$ cat config.mk
export PLATFORM = sky130hd
export DESIGN_NAME = io_uart_tx
export DESIGN_NICKNAME = d
export VERILOG_FILES = /design/src/rtl/io_uart_tx.sv
export SDC_FILE = /design/constraint.sdc
export NUM_CORES = 1
export LEC_CHECK = 0
export CAP_MARGIN = 10
export CORE_ASPECT_RATIO = 1.25
export CORE_UTILIZATION = 35
export DETAILED_ROUTE_END_ITERATION = 16
export PLACE_DENSITY = 0.52
export RECOVER_POWER = 100
export REMOVE_ABC_BUFFERS = 1
export SYNTH_ARGS = -nofsm -noshare
export SYNTH_HDL_FRONTEND = slang
export SYNTH_SLANG_ARGS = --single-unit
$ cat constraint.sdc
create_clock -name clk -period 4.4 [get_ports clk]
set_input_delay 0.66 -clock clk [delete_from_list [all_inputs] [get_ports clk]]
set_output_delay 0.66 -clock clk [all_outputs]
set_load 0.01 [all_outputs]
$ cat src/rtl/io_uart_tx.sv
// CPU-write UART transmitter: FIFO-buffered 8N1 frames, or 8E1 when IO_UART_TX_PARITY_EN is defined.
// A write to a full FIFO with no pop in the same cycle is dropped and sets the sticky overflow flag.
module io_uart_tx #(
   parameter int FIFO_DEPTH = 4,
   parameter int CLK_DIV    = 16
) (
   input  logic       clk,
   input  logic       reset,
   input  logic       io_we,
   input  logic       io_addr,
   input  logic [7:0] io_wdata,
   output logic [7:0] io_rdata,
   output logic       tx,
   output logic       busy
);
   localparam int AW     = $clog2(FIFO_DEPTH);
   localparam int DW     = $clog2(CLK_DIV);
   localparam int DIV_M1 = CLK_DIV - 1;
   localparam logic [AW:0]   FULL_CNT = FIFO_DEPTH[AW:0];
   localparam logic [DW-1:0] DIV_LAST = DIV_M1[DW-1:0];
`ifdef IO_UART_TX_PARITY_EN
   localparam logic PAR_FLAG = 1'b1;
`else
   localparam logic PAR_FLAG = 1'b0;
`endif

   typedef enum logic [2:0] {IDLE, START, DATA, PARITY, STOP} state_t;

   state_t        state;
   logic [DW-1:0] div_cnt;
   logic [2:0]    bit_cnt;
   logic [7:0]    shreg;
`ifdef IO_UART_TX_PARITY_EN
   logic          par;
`endif

   logic [7:0]    mem [FIFO_DEPTH];
   logic [AW-1:0] wr_ptr, rd_ptr;
   logic [AW:0]   count;
   logic          overflow;
   logic          empty, full, div_last, pop, wr_data, push, tx_active;

   assign empty     = (count == '0);
   assign full      = (count == FULL_CNT);
   assign div_last  = (div_cnt == DIV_LAST);
   assign tx_active = (state != IDLE);
   assign busy      = tx_active | ~empty;
   // The FSM loads the head byte when idle or when a stop bit finishes, so pop is decided here.
   assign pop       = ~empty & ((state == IDLE) | ((state == STOP) & div_last));
   assign wr_data   = io_we & ~io_addr;
   assign push      = wr_data & (~full | pop);

   always_comb begin
      io_rdata = 8'h00;
      if (io_addr)
         io_rdata = {3'b000, PAR_FLAG, tx_active, overflow, full, empty};
   end

   always_ff @(posedge clk) begin
      if (push)
         mem[wr_ptr] <= io_wdata;
   end

   always_ff @(posedge clk or posedge reset) begin
      if (reset) begin
         wr_ptr   <= '0;
         rd_ptr   <= '0;
         count    <= '0;
         overflow <= 1'b0;
      end else begin
         if (push)
            wr_ptr <= wr_ptr + 1'b1;
         if (pop)
            rd_ptr <= rd_ptr + 1'b1;
         if (push && !pop)
            count <= count + 1'b1;
         else if (pop && !push)
            count <= count - 1'b1;
         if (wr_data && !push)
            overflow <= 1'b1;
         else if (io_we && io_addr && io_wdata[2])
            overflow <= 1'b0;
      end
   end

   always_ff @(posedge clk or posedge reset) begin
      if (reset) begin
         state   <= IDLE;
         div_cnt <= '0;
         bit_cnt <= '0;
         shreg   <= '0;
`ifdef IO_UART_TX_PARITY_EN
         par     <= 1'b0;
`endif
         tx      <= 1'b1;
      end else begin
         case (state)
            IDLE: begin
               div_cnt <= '0;
               if (!empty) begin
                  state <= START;
                  shreg <= mem[rd_ptr];
`ifdef IO_UART_TX_PARITY_EN
                  par   <= ^mem[rd_ptr];
`endif
                  tx    <= 1'b0;
               end
            end
            START: begin
               if (div_last) begin
                  state   <= DATA;
                  div_cnt <= '0;
                  bit_cnt <= '0;
                  tx      <= shreg[0];
               end else
                  div_cnt <= div_cnt + 1'b1;
            end
            DATA: begin
               if (div_last) begin
                  div_cnt <= '0;
                  if (bit_cnt == 3'd7) begin
`ifdef IO_UART_TX_PARITY_EN
                     state <= PARITY;
                     tx    <= par;
`else
                     state <= STOP;
                     tx    <= 1'b1;
`endif
                  end else begin
                     bit_cnt <= bit_cnt + 1'b1;
                     shreg   <= {1'b0, shreg[7:1]};
                     tx      <= shreg[1];
                  end
               end else
                  div_cnt <= div_cnt + 1'b1;
            end
            PARITY: begin
               if (div_last) begin
                  state   <= STOP;
                  div_cnt <= '0;
                  tx      <= 1'b1;
               end else
                  div_cnt <= div_cnt + 1'b1;
            end
            STOP: begin
               if (div_last) begin
                  div_cnt <= '0;
                  // Back-to-back frames: the next start bit follows the stop bit with no idle gap.
                  if (!empty) begin
                     state <= START;
                     shreg <= mem[rd_ptr];
`ifdef IO_UART_TX_PARITY_EN
                     par   <= ^mem[rd_ptr];
`endif
                     tx    <= 1'b0;
                  end else
                     state <= IDLE;
               end else
                  div_cnt <= div_cnt + 1'b1;
            end
            default: begin
               state   <= IDLE;
               div_cnt <= '0;
               tx      <= 1'b1;
            end
         endcase
      end
   end
endmodule

; ---- Yosys cells after proc, flatten, opt, wreduce, memory -nomap -nowiden
; Memory sizes are Yosys's and may differ from the RTL's.
; Cells that the tools add are included.
; Widths: inputs -> output; s select.
[classes]
n_eq_ne = 14
add_sub_neg = 6
n_bitwise = 10
n_reduce_logical = 19
muxes = 33
[op_table]
columns = operator, n
row1 = $mux 3, 11
row2 = $mux 8, 4
row3 = $pmux 8 s3, 1
row4 = $pmux 3 s5, 1
row5 = $ne 2x2->1 const B, 7
row6 = $mux 4, 3
row7 = $reduce_and 4->1, 3
row8 = $mux 1, 11
row9 = $eq 3x3->1 const B, 3
row10 = $add 3x1->3 const B, 2
row11 = $eq 3x2->1 const B, 2
row12 = $logic_not 3->1, 2
row13 = $pmux 3 s2, 1
row14 = $reduce_and 6->1, 1
row15 = $reduce_bool 2->1, 3
row16 = $reduce_bool 3->1, 2
row17 = $logic_and 1x1->1, 5
row18 = $pmux 1 s5, 1
row19 = $add 2x1->2 const B, 2
row20 = $add 4x1->4 const B, 1
row21 = $and 1x1->1, 4
row22 = $eq 4x4->1 const B, 1
row23 = $reduce_or 4->1, 1
row24 = $eq 3x1->1 const B, 1
row25 = 4 further kinds, 9
[totals]
ff_bits = 27
memories = 1
elab_cells = 92
ram_bits = 32
out_inout_bits = 10
[memory_table]
columns = name, depth, width, rd, rd_ports_with_merged_regs, write_ports, line
row1 = mem, 4, 8, 1, 0, 1, 37  ; logic [7:0] mem [FIFO_DEPTH];

; ---- Longest topological paths before layout
; Gate-level depths: netlist (run 1).
[depth]
depth_word = 10
depth_mapped = 10
depth_no_buf = 10

; ---- Worst setup path before layout (run 1)
; Ideal clock, no wire load.
[synth_timing]
kind = register to register
startpoint = register div_cnt[0]
endpoint = register count[1]
setup_time_ns = 0.125
stages_incl_launch_ff = 9
path_buffers = 0
arrival_ns = 2.172
path_slack_ns = 2.103
synth_period_minus_slack_ns = 2.297
path_cell_list = dfrtp_1 > ha_1 > and3_2 > o21ai_0 > a21oi_2 > ha_1 > inv_1 > fa_1 > mux2_2
[synth_via]
elab_chain_len = 9
elab_cells_between_ends = 12
cone_classes = eq/ne: 1 / mux: 1 / bitwise: 5 / reduce/logical: 5
[synth_rtl]
columns = element, line
row1 = start: declaration, 30  ; logic [DW-1:0] div_cnt;
row2 = start signal: assignment, 116  ; div_cnt <= div_cnt + 1'b1;
row3 = start signal: assignment, 135  ; div_cnt <= div_cnt + 1'b1;
row4 = start signal: assignment, 143  ; div_cnt <= div_cnt + 1'b1;
row5 = $eq 4x4->1 (*), 45  ; assign div_last = (div_cnt == DIV_LAST);
row6 = $and 1x1->1 (*), 49  ; assign pop = ~empty & ((state == IDLE) | ((state == STOP) & div_last));
row7 = $or 1x1->1 (*), 49
row8 = $and 1x1->1 (*), 49
row9 = $or 1x1->1 (*), 51  ; assign push = wr_data & (~full | pop);
row10 = $and 1x1->1 (*), 51
row11 = net push, 41  ; logic empty, full, div_last, pop, wr_data, push, tx_active;
row12 = $logic_not 1->1, 77  ; else if (pop && !push)
row13 = $logic_and 1x1->1, 77
row14 = $reduce_bool 2->1 (no source line), n/a
row15 = end signal: assignment, 76  ; count <= count + 1'b1;
row16 = end signal: assignment, 78  ; count <= count - 1'b1;
row17 = end: declaration, 39  ; logic [AW:0] count;
; Mark *: on every way through the listed nets, which the timed path passes. The rest lies on a longest branch.
; A chain may end at the register's enable or synchronous reset.

; ---- Worst setup path after layout (run 1)
[layout_timing]
startpoint = register div_cnt[0]
endpoint = register count[1]
[layout_via]
elab_chain_len = 9
elab_cells_between_ends = 12
cone_classes = eq/ne: 1 / mux: 1 / bitwise: 5 / reduce/logical: 5
[layout_rtl]
columns = element, line
row1 = $eq 4x4->1 (*), 45
row2 = $and 1x1->1 (*), 49
row3 = $or 1x1->1 (*), 49
row4 = $and 1x1->1 (*), 49
row5 = $or 1x1->1, 51
row6 = $and 1x1->1, 51
row7 = $logic_not 1->1, 77
row8 = $logic_and 1x1->1, 77
row9 = $reduce_bool 2->1 (no source line), n/a
; Every way passes the cells marked *; elsewhere a longest branch is shown, timed or not.

==> key figures, run 1 <==
Logic synthesis
  • Prevailing post-synth register cell: edfxtp_1
  • Ys Warns: 0
  • Post-synthesis cell area: 0.002699 mm2
  • Ys async rst share: 45.76%
  • Mapped Cells: 181
  • Library cells used by synthesis: 40
  • Syn_area_per_cell: 14.91 um2
  • Synthesized flop and latch total: 59
  • Sequential fraction of the synthesis area: 60.69%
  • Post-synth EDFFs: 32

Power
  • Clock power frac: 22.6%
  • Net Sw Frac: 31.65%
  • Gate power share: 29.4%
  • Flop pwr share: 48.0%
  • VDD IR-drop max: 0.2141 mV
  • Int Power: 0.001216 W
  • Final total power: 0.001779 W
  • Static leakage power: 1.147 nW
  • Sw Pwr: 0.0005631 W
  • Pwr Density: 579.9 mW/mm2

Setup path
  • R2r endpoint: count[1]
  • Setup CP Type: reg -> reg
  • CP Cell Sequence: ha_1 -> nand3_4 -> a2111oi_0 -> inv_1 -> ha_1 -> inv_1 -> fa_1 -> mux2_2
  • Slowest CP cell: a2111oi_0
  • R2R setup slack: 1080 ps
  • CP endpoint kind: flip-flop
  • CP required: 4620 ps
  • R2R depth: 8
  • Worst Path Max Fanout: 6
  • Startpoint class of the critical path: flip-flop
  • Crit path largest cell delay: 1290 ps
  • Worst r2r src: div_cnt[0]
  • Arrival @ worst endpoint: 3530 ps

Place
  • PortBufs: 17
  • Place WS: 1595 ps
  • Post-DP HPWL: 3.189 mm
  • GPL Wtd Cong: 0.7004

Clock tree
  • CTS root buf: clkbuf_8
  • Clk buf depth: 2
  • Post-CTS setup buffer count: 0
  • Clock-pin slew on the worst setup and hold paths: 60 ps
  • # hold bufs at CTS: 0
  • Total CTS buffers: 9
  • H-tree depth: 3
  • CTS tree: yes
  • Post_cts resized: 0
  • Later-pin clock latency in the skew report: 330 ps
  • Num Clock Sinks: 59

STA
  • Setup violators final: 0
  • Setup TNS: 0 ps
  • Post-route worst setup slack: 1084 ps
  • Fin Hold WS: 469.8 ps
  • Tightest Pin Transition: 1508 ps
  • Max_slew headroom: -3.162%
  • Final count of hold timing violations: 0
  • Pins Over Slew Limit: 6
  • Layout Skew: 5.633 ps
  • Period utilization: 75.36%
  • Fmax: 301.6 MHz
  • RSZ-0062 raised after global routing: no
  • Fin crit period: 3316 ps

Drt
  • Antenna viol nets, final: 0
  • Vias: 1463
  • Routed wire length: 4.651 mm
  • DR iter-0 viols: 85
  • Via/cell ratio: 4.877
  • Initial DRT Pass Iterations: 4
  • DRC Markers: 0
  • Routed wire per std cell: 15.50 um

Global route
  • First-pass GRT wire length: 7.714 mm
  • Largest net degree at the start of global routing: 28
  • GR Overflow Total: 0
  • Initial antenna violation count: 0
  • Total track usage: 13.52%
  • Vias in the first global route: 1579

Die
  • Die ar.: 0.008068 mm2
  • Core footprint: 0.007401 mm2
  • Die width: 80.54 um
  • Initial Util: 36.47%
  • Die Y: 100.2 um
  • Io pins: 22
  • # rows: 35

Hold path
  • Hold Path Cell Cnt: 1
  • HP Class: reg -> reg
  • HP Start: div_cnt[0]
  • Hold path endpoint: div_cnt[0]

Cells and area
  • Antenna cells: 0
  • Synth-to-layout area growth: 13.68%
  • Share of post-route cells with drive strength above 1: 21.15%
  • Layout net count: 224
  • Fillcell total: 685

Status
  • Outcome: finished with violations
  • Failing checks: capacitance limit, slew limit

Flow run
  • Max-cap violations: 1
Yosys cell counts (2+ instances only):
cell type	count	area (um2)
edfxtp_1	32	960.9
dfrtp_1	26	650.6
mux2_2	17	191.4
and2_1	9	56.30
inv_1	9	33.78
ha_1	8	100.1
mux4_2	8	180.2
nand2_1	8	30.03
nor2_1	8	30.03
o21ai_0	6	30.03
nor3_1	5	25.02
buf_4	4	30.03
xnor2_1	4	35.03
xor2_1	4	35.03
buf_2	3	15.01
mux2i_1	2	20.02
nand2b_1	2	12.51
nand3_1	2	10.01
nor2b_1	2	12.51
nor3b_1	2	15.01
worst max-delay path, delay by kind of cell (launching register included):
| family | cells | cell delay, ps |
|---|---|---|
| mux | 1 | 270 |
| fa+ha+maj | 3 | 940 |
| compound gates | 1 | 1290 |
| simple gates | 1 | 130 |
| buf+inv | 2 | 200 |
| flops | 1 | 370 |
cells in the final DEF, fill, tap and decap left out, drive strengths merged, types with 3 or more instances in the layout:
cell type       n
edfxtp         32
dfrtp          26
mux2           17
dlygate4sd3    14
clkbuf         10
inv             9
and2            9
mux4            8
nor2            8
nand2           8
ha              8
nor3            6
o21ai           6
xnor2           4
xor2            4
conb            4
clkinv          4
clkdlybuf4s50   3
nand3           3
a21oi           3
flip-flops by register name (all words and copies together), names as in the netlist:
register	count
shreg	8
overflow	1
state	3
mem	32
bit_cnt	3
wr_ptr	2
div_cnt	4
count	3
tx	1
rd_ptr	2
cell families after synthesis:
group           after synthesis  share of synthesized area [%]
compound gates               17                          5.332
xor+xnor                      8                          2.596
fa+ha+maj                     9                          4.451
buf+inv                      18                          3.477
flops                        59                          60.69
mux                          27                          14.51
other cells                   1                         0.1389
simple gates                 42                          8.808
metal layers:
| metal | track usage (%) | share of wire, % |
|---|---|---|
| met4 | 8.242 | 3.1 |
| met3 | 3.364 | 2.1 |
| met1 | 14.71 | 41 |
| met5 | 0 | 0 |
| met2 | 23.34 | 53 |
power by group through the flow:
stage               combinational (W)  sequential (W)  clock, W
CTS                          0.000554        0.000863  0.000417
detailed placement           0.000546        0.000874         0
floorplan                    0.000420        0.000834         0
global route                 0.000592        0.000879  0.000437
global placement             0.000524        0.000863         0
finish                       0.000523        0.000853  0.000403
area by class of cell:
class | count | area [um2] | share of cell area (%)
clock buffer | 10 | 127.6 | 4.160
clock inverter | 6 | 32.53 | 1.060
inverter | 9 | 33.78 | 1.101
multi-input combinational | 107 | 950.9 | 31.00
sequential | 59 | 1638 | 53.39
tap | 92 | 115.1 | 3.752
timing repair buffer | 17 | 170.2 | 5.546
worst max-delay path by stage:
stage | start | to | slack (ps) | depth (start not counted)
3_3_place_gp | io_addr | count[2] | 1730 | 9
2_1_floorplan | div_cnt[0] | count[1] | 2100 | 8
4_1_cts | count[0] | io_rdata[0] | 1550 | 3
6_report | div_cnt[0] | count[1] | 1080 | 8
5_1_grt | div_cnt[0] | count[1] | 820 | 8
3_5_place_dp | io_addr | count[2] | 1600 | 9
per-stage QoR:
| stage | std cells | instance area, um2 | utilization, % |
|---|---|---|---|
| 2_1_floorplan | 175 | 2650 | - |
| 3_3_place_gp | 284 | 2935 | 39.66 |
| 3_5_place_dp | 284 | 2935 | 39.66 |
| 4_1_cts | 300 | 3095 | 41.83 |
| 5_1_grt | 300 | 3068 | 41.45 |
| 6_report | 300 | 3068 | 41.45 |
(Power assumes the default switching activity.)
==> run 2, diff against run 1 <==
==> constraint.sdc (replaced) <==
create_clock -name clk -period 3.44 [get_ports clk]
set_input_delay 0.516 -clock clk [delete_from_list [all_inputs] [get_ports clk]]
set_output_delay 0.516 -clock clk [all_outputs]
set_load 0.01 [all_outputs]
==> key figures, run 2 (same netlist as run 1, synthesis figures left out) <==
Power
  • VDD IR-drop max: 0.3417 mV (+60%)
  • Pwr Density: 772.6 mW/mm2 (+33%)
  • Static leakage power: 1.167 nW (+1.7%)

STA
  • Setup violators final: 0 (unchanged)
  • Max_slew headroom: 31.10% (+34 points)
  • Period utilization: 78.75% (+3.4 points)
  • Setup TNS: 0 ps (unchanged)
  • Fin Hold WS: 493.1 ps (+23.38 ps)
  • Final count of hold timing violations: 0 (unchanged)
  • Fmax: 369.1 MHz (+22%)
  • Fin crit period: 2709 ps (-606.6 ps)
  • Tightest Pin Transition: 1032 ps (-476.0 ps)
  • RSZ-0062 raised after global routing: no
  • Pins Over Slew Limit: 0 (-6)
  • Layout Skew: 8.470 ps (+2.837 ps)

Place
  • # placed instances: 285 (+0.35%)
  • PortBufs: 17 (unchanged)
  • GPL Wtd Cong: 0.7225 (+3.2%)
  • Post-DP HPWL: 3.296 mm (+3.4%)

Clock tree
  • Total CTS buffers: 9 (unchanged)
  • Later-pin clock latency in the skew report: 330 ps (about the same)
  • # hold bufs at CTS: 0 (unchanged)
  • H-tree depth: 3 (unchanged)
  • CTS tree: yes
  • Post_cts resized: 0 (unchanged)
  • Clock-pin slew on the worst setup and hold paths: 80 ps (+20 ps)
  • Post-CTS setup buffer count: 0 (unchanged)
  • Num Clock Sinks: 59 (unchanged)
  • Clk buf depth: 2 (unchanged)
  • CTS root buf: clkbuf_8

Drt
  • DRC Markers: 0 (unchanged)
  • Via/cell ratio: 4.890 (+0.28%)
  • Routed wire length: 4.738 mm (+1.9%)
  • DR iter-0 viols: 88 (+3.5%)
  • Routed wire per std cell: 15.74 um (+1.5%)
  • Vias: 1472 (+0.62%)
  • Initial DRT Pass Iterations: 4 (unchanged)
  • Antenna viol nets, final: 0 (unchanged)

Cells and area
  • Share of post-route cells with drive strength above 1: 22.49% (+1.3 points)
  • Final Core Density: 42.01% (+0.56 points)
  • Largest Register: mem
  • Top Registers: mem x32, shreg x8, div_cnt x4
  • Final non-filler cell total: 301 (+0.33%)
  • Layout net count: 225 (+0.45%)
  • Most common cell after layout, fill and taps aside: edfxtp_1
  • Most frequent cells in the layout: edfxtp_1 (32), dfrtp_1 (26), mux2_2 (17)
  • Number of flip-flops in the largest register: 32 (unchanged)
  • Antenna cells: 0 (unchanged)
  • Synth-to-layout area growth: 15.21%

Die
  • Io pins: 22 (unchanged)
  • Core footprint: 0.007401 mm2 (unchanged)
  • # rows: 35 (unchanged)
  • Die Y: 100.2 um (unchanged)
  • Die width: 80.54 um (unchanged)
  • Initial Util: 36.47% (unchanged)
  • Die ar.: 0.008068 mm2 (unchanged)

Setup path
  • Setup CP Type: reg -> reg
  • CP endpoint: count[2]
  • CP endpoint kind: flip-flop
  • R2r endpoint: count[2]
  • R2R depth: 10 (+2)
  • Crit path largest cell delay: 490 ps (-800 ps)
  • Arrival @ worst endpoint: 2960 ps (-570 ps)
  • R2R setup slack: 730 ps (-350 ps)
  • Worst Path Max Fanout: 7 (+1)
  • Worst r2r src: div_cnt[0]
  • CP Cell Sequence: ha_1 -> and3_2 -> o21ai_0 -> a21oi_1 -> ha_1 -> inv_1 -> fa_1 -> xor2_1 -> nor2_1 -> xor2_1
  • Slowest CP cell: a21oi_1
  • Startpoint class of the critical path: flip-flop
  • CP required: 3690 ps (-930 ps)
  • Critical Path Start: div_cnt[0]

Global route
  • Initial antenna violation count: 0 (unchanged)
  • Largest net degree at the start of global routing: 28 (unchanged)
  • First-pass GRT wire length: 7.914 mm (+2.6%)
  • Total track usage: 13.75% (+0.22 points)
  • GR Overflow Total: 0 (unchanged)
  • Vias in the first global route: 1613 (+2.2%)

Flow run
  • Max-cap violations: 0 (-1)

Hold path
  • HP Class: reg -> reg

Status
  • Outcome: finished, final reports clean
run 2: worst min path at each step:
stage | from | to | slack [ps] | cells after the start
5_1_grt | shreg[4] | shreg[4] | 530 | 1
6_report | count[2] | count[2] | 490 | 1
4_1_cts | count[2] | count[2] | 490 | 1
3_3_place_gp | div_cnt[0] | div_cnt[0] | 440 | 1
2_1_floorplan | div_cnt[0] | div_cnt[0] | 430 | 1
3_5_place_dp | count[2] | count[2] | 490 | 1
run 2: final cells by class:
class                           instances  area (um2)
Clock buffer                            9       123.9
Tap cell                               92       115.1
Sequential cell                        59        1638
Inverter                                9       33.78
Multi-Input combinational cell        107       942.2
Clock inverter                          7       78.83
Timing Repair Buffer                   18       177.7
Fill cell                             669        4292
run 2: stage by stage:
stage	setup WS (ps)	total power, W	cell area (um2)
2_1_floorplan	1143	0.001604	2650
3_3_place_gp	915.0	0.001781	2943
3_5_place_dp	800.6	0.001832	2943
4_1_cts	810.5	0.002475	3146
5_1_grt	473.9	0.002570	3109
6_report	730.9	0.002402	3109
run 2: critical path, delay by kind of cell, from the launching register on:
family | cells | cell delay [ps]
compound gates | 2 | 630
xor+xnor | 2 | 310
fa+ha+maj | 3 | 890
buf+inv | 1 | 60
flops | 1 | 390
simple gates | 2 | 350
run 2: layer usage:
metal  global-route usage, %  up-vias  routed length, um
met4                   8.242        0                 76
met2                   23.08       30               2583
met3                   3.364        8                125
li1                        -      697                  -
met5                       0        -                  0
met1                   15.65      737               1953
run 2: power by group:
group / internal [W] / switching (W) / leakage (nW)
clock network: 0.000337 / 0.000293 / 0.0916
logic: 0.000388 / 0.000295 / 0.451
registers: 0.000923 / 0.000166 / 0.624
total: 0.00165 / 0.000754 / 1.17
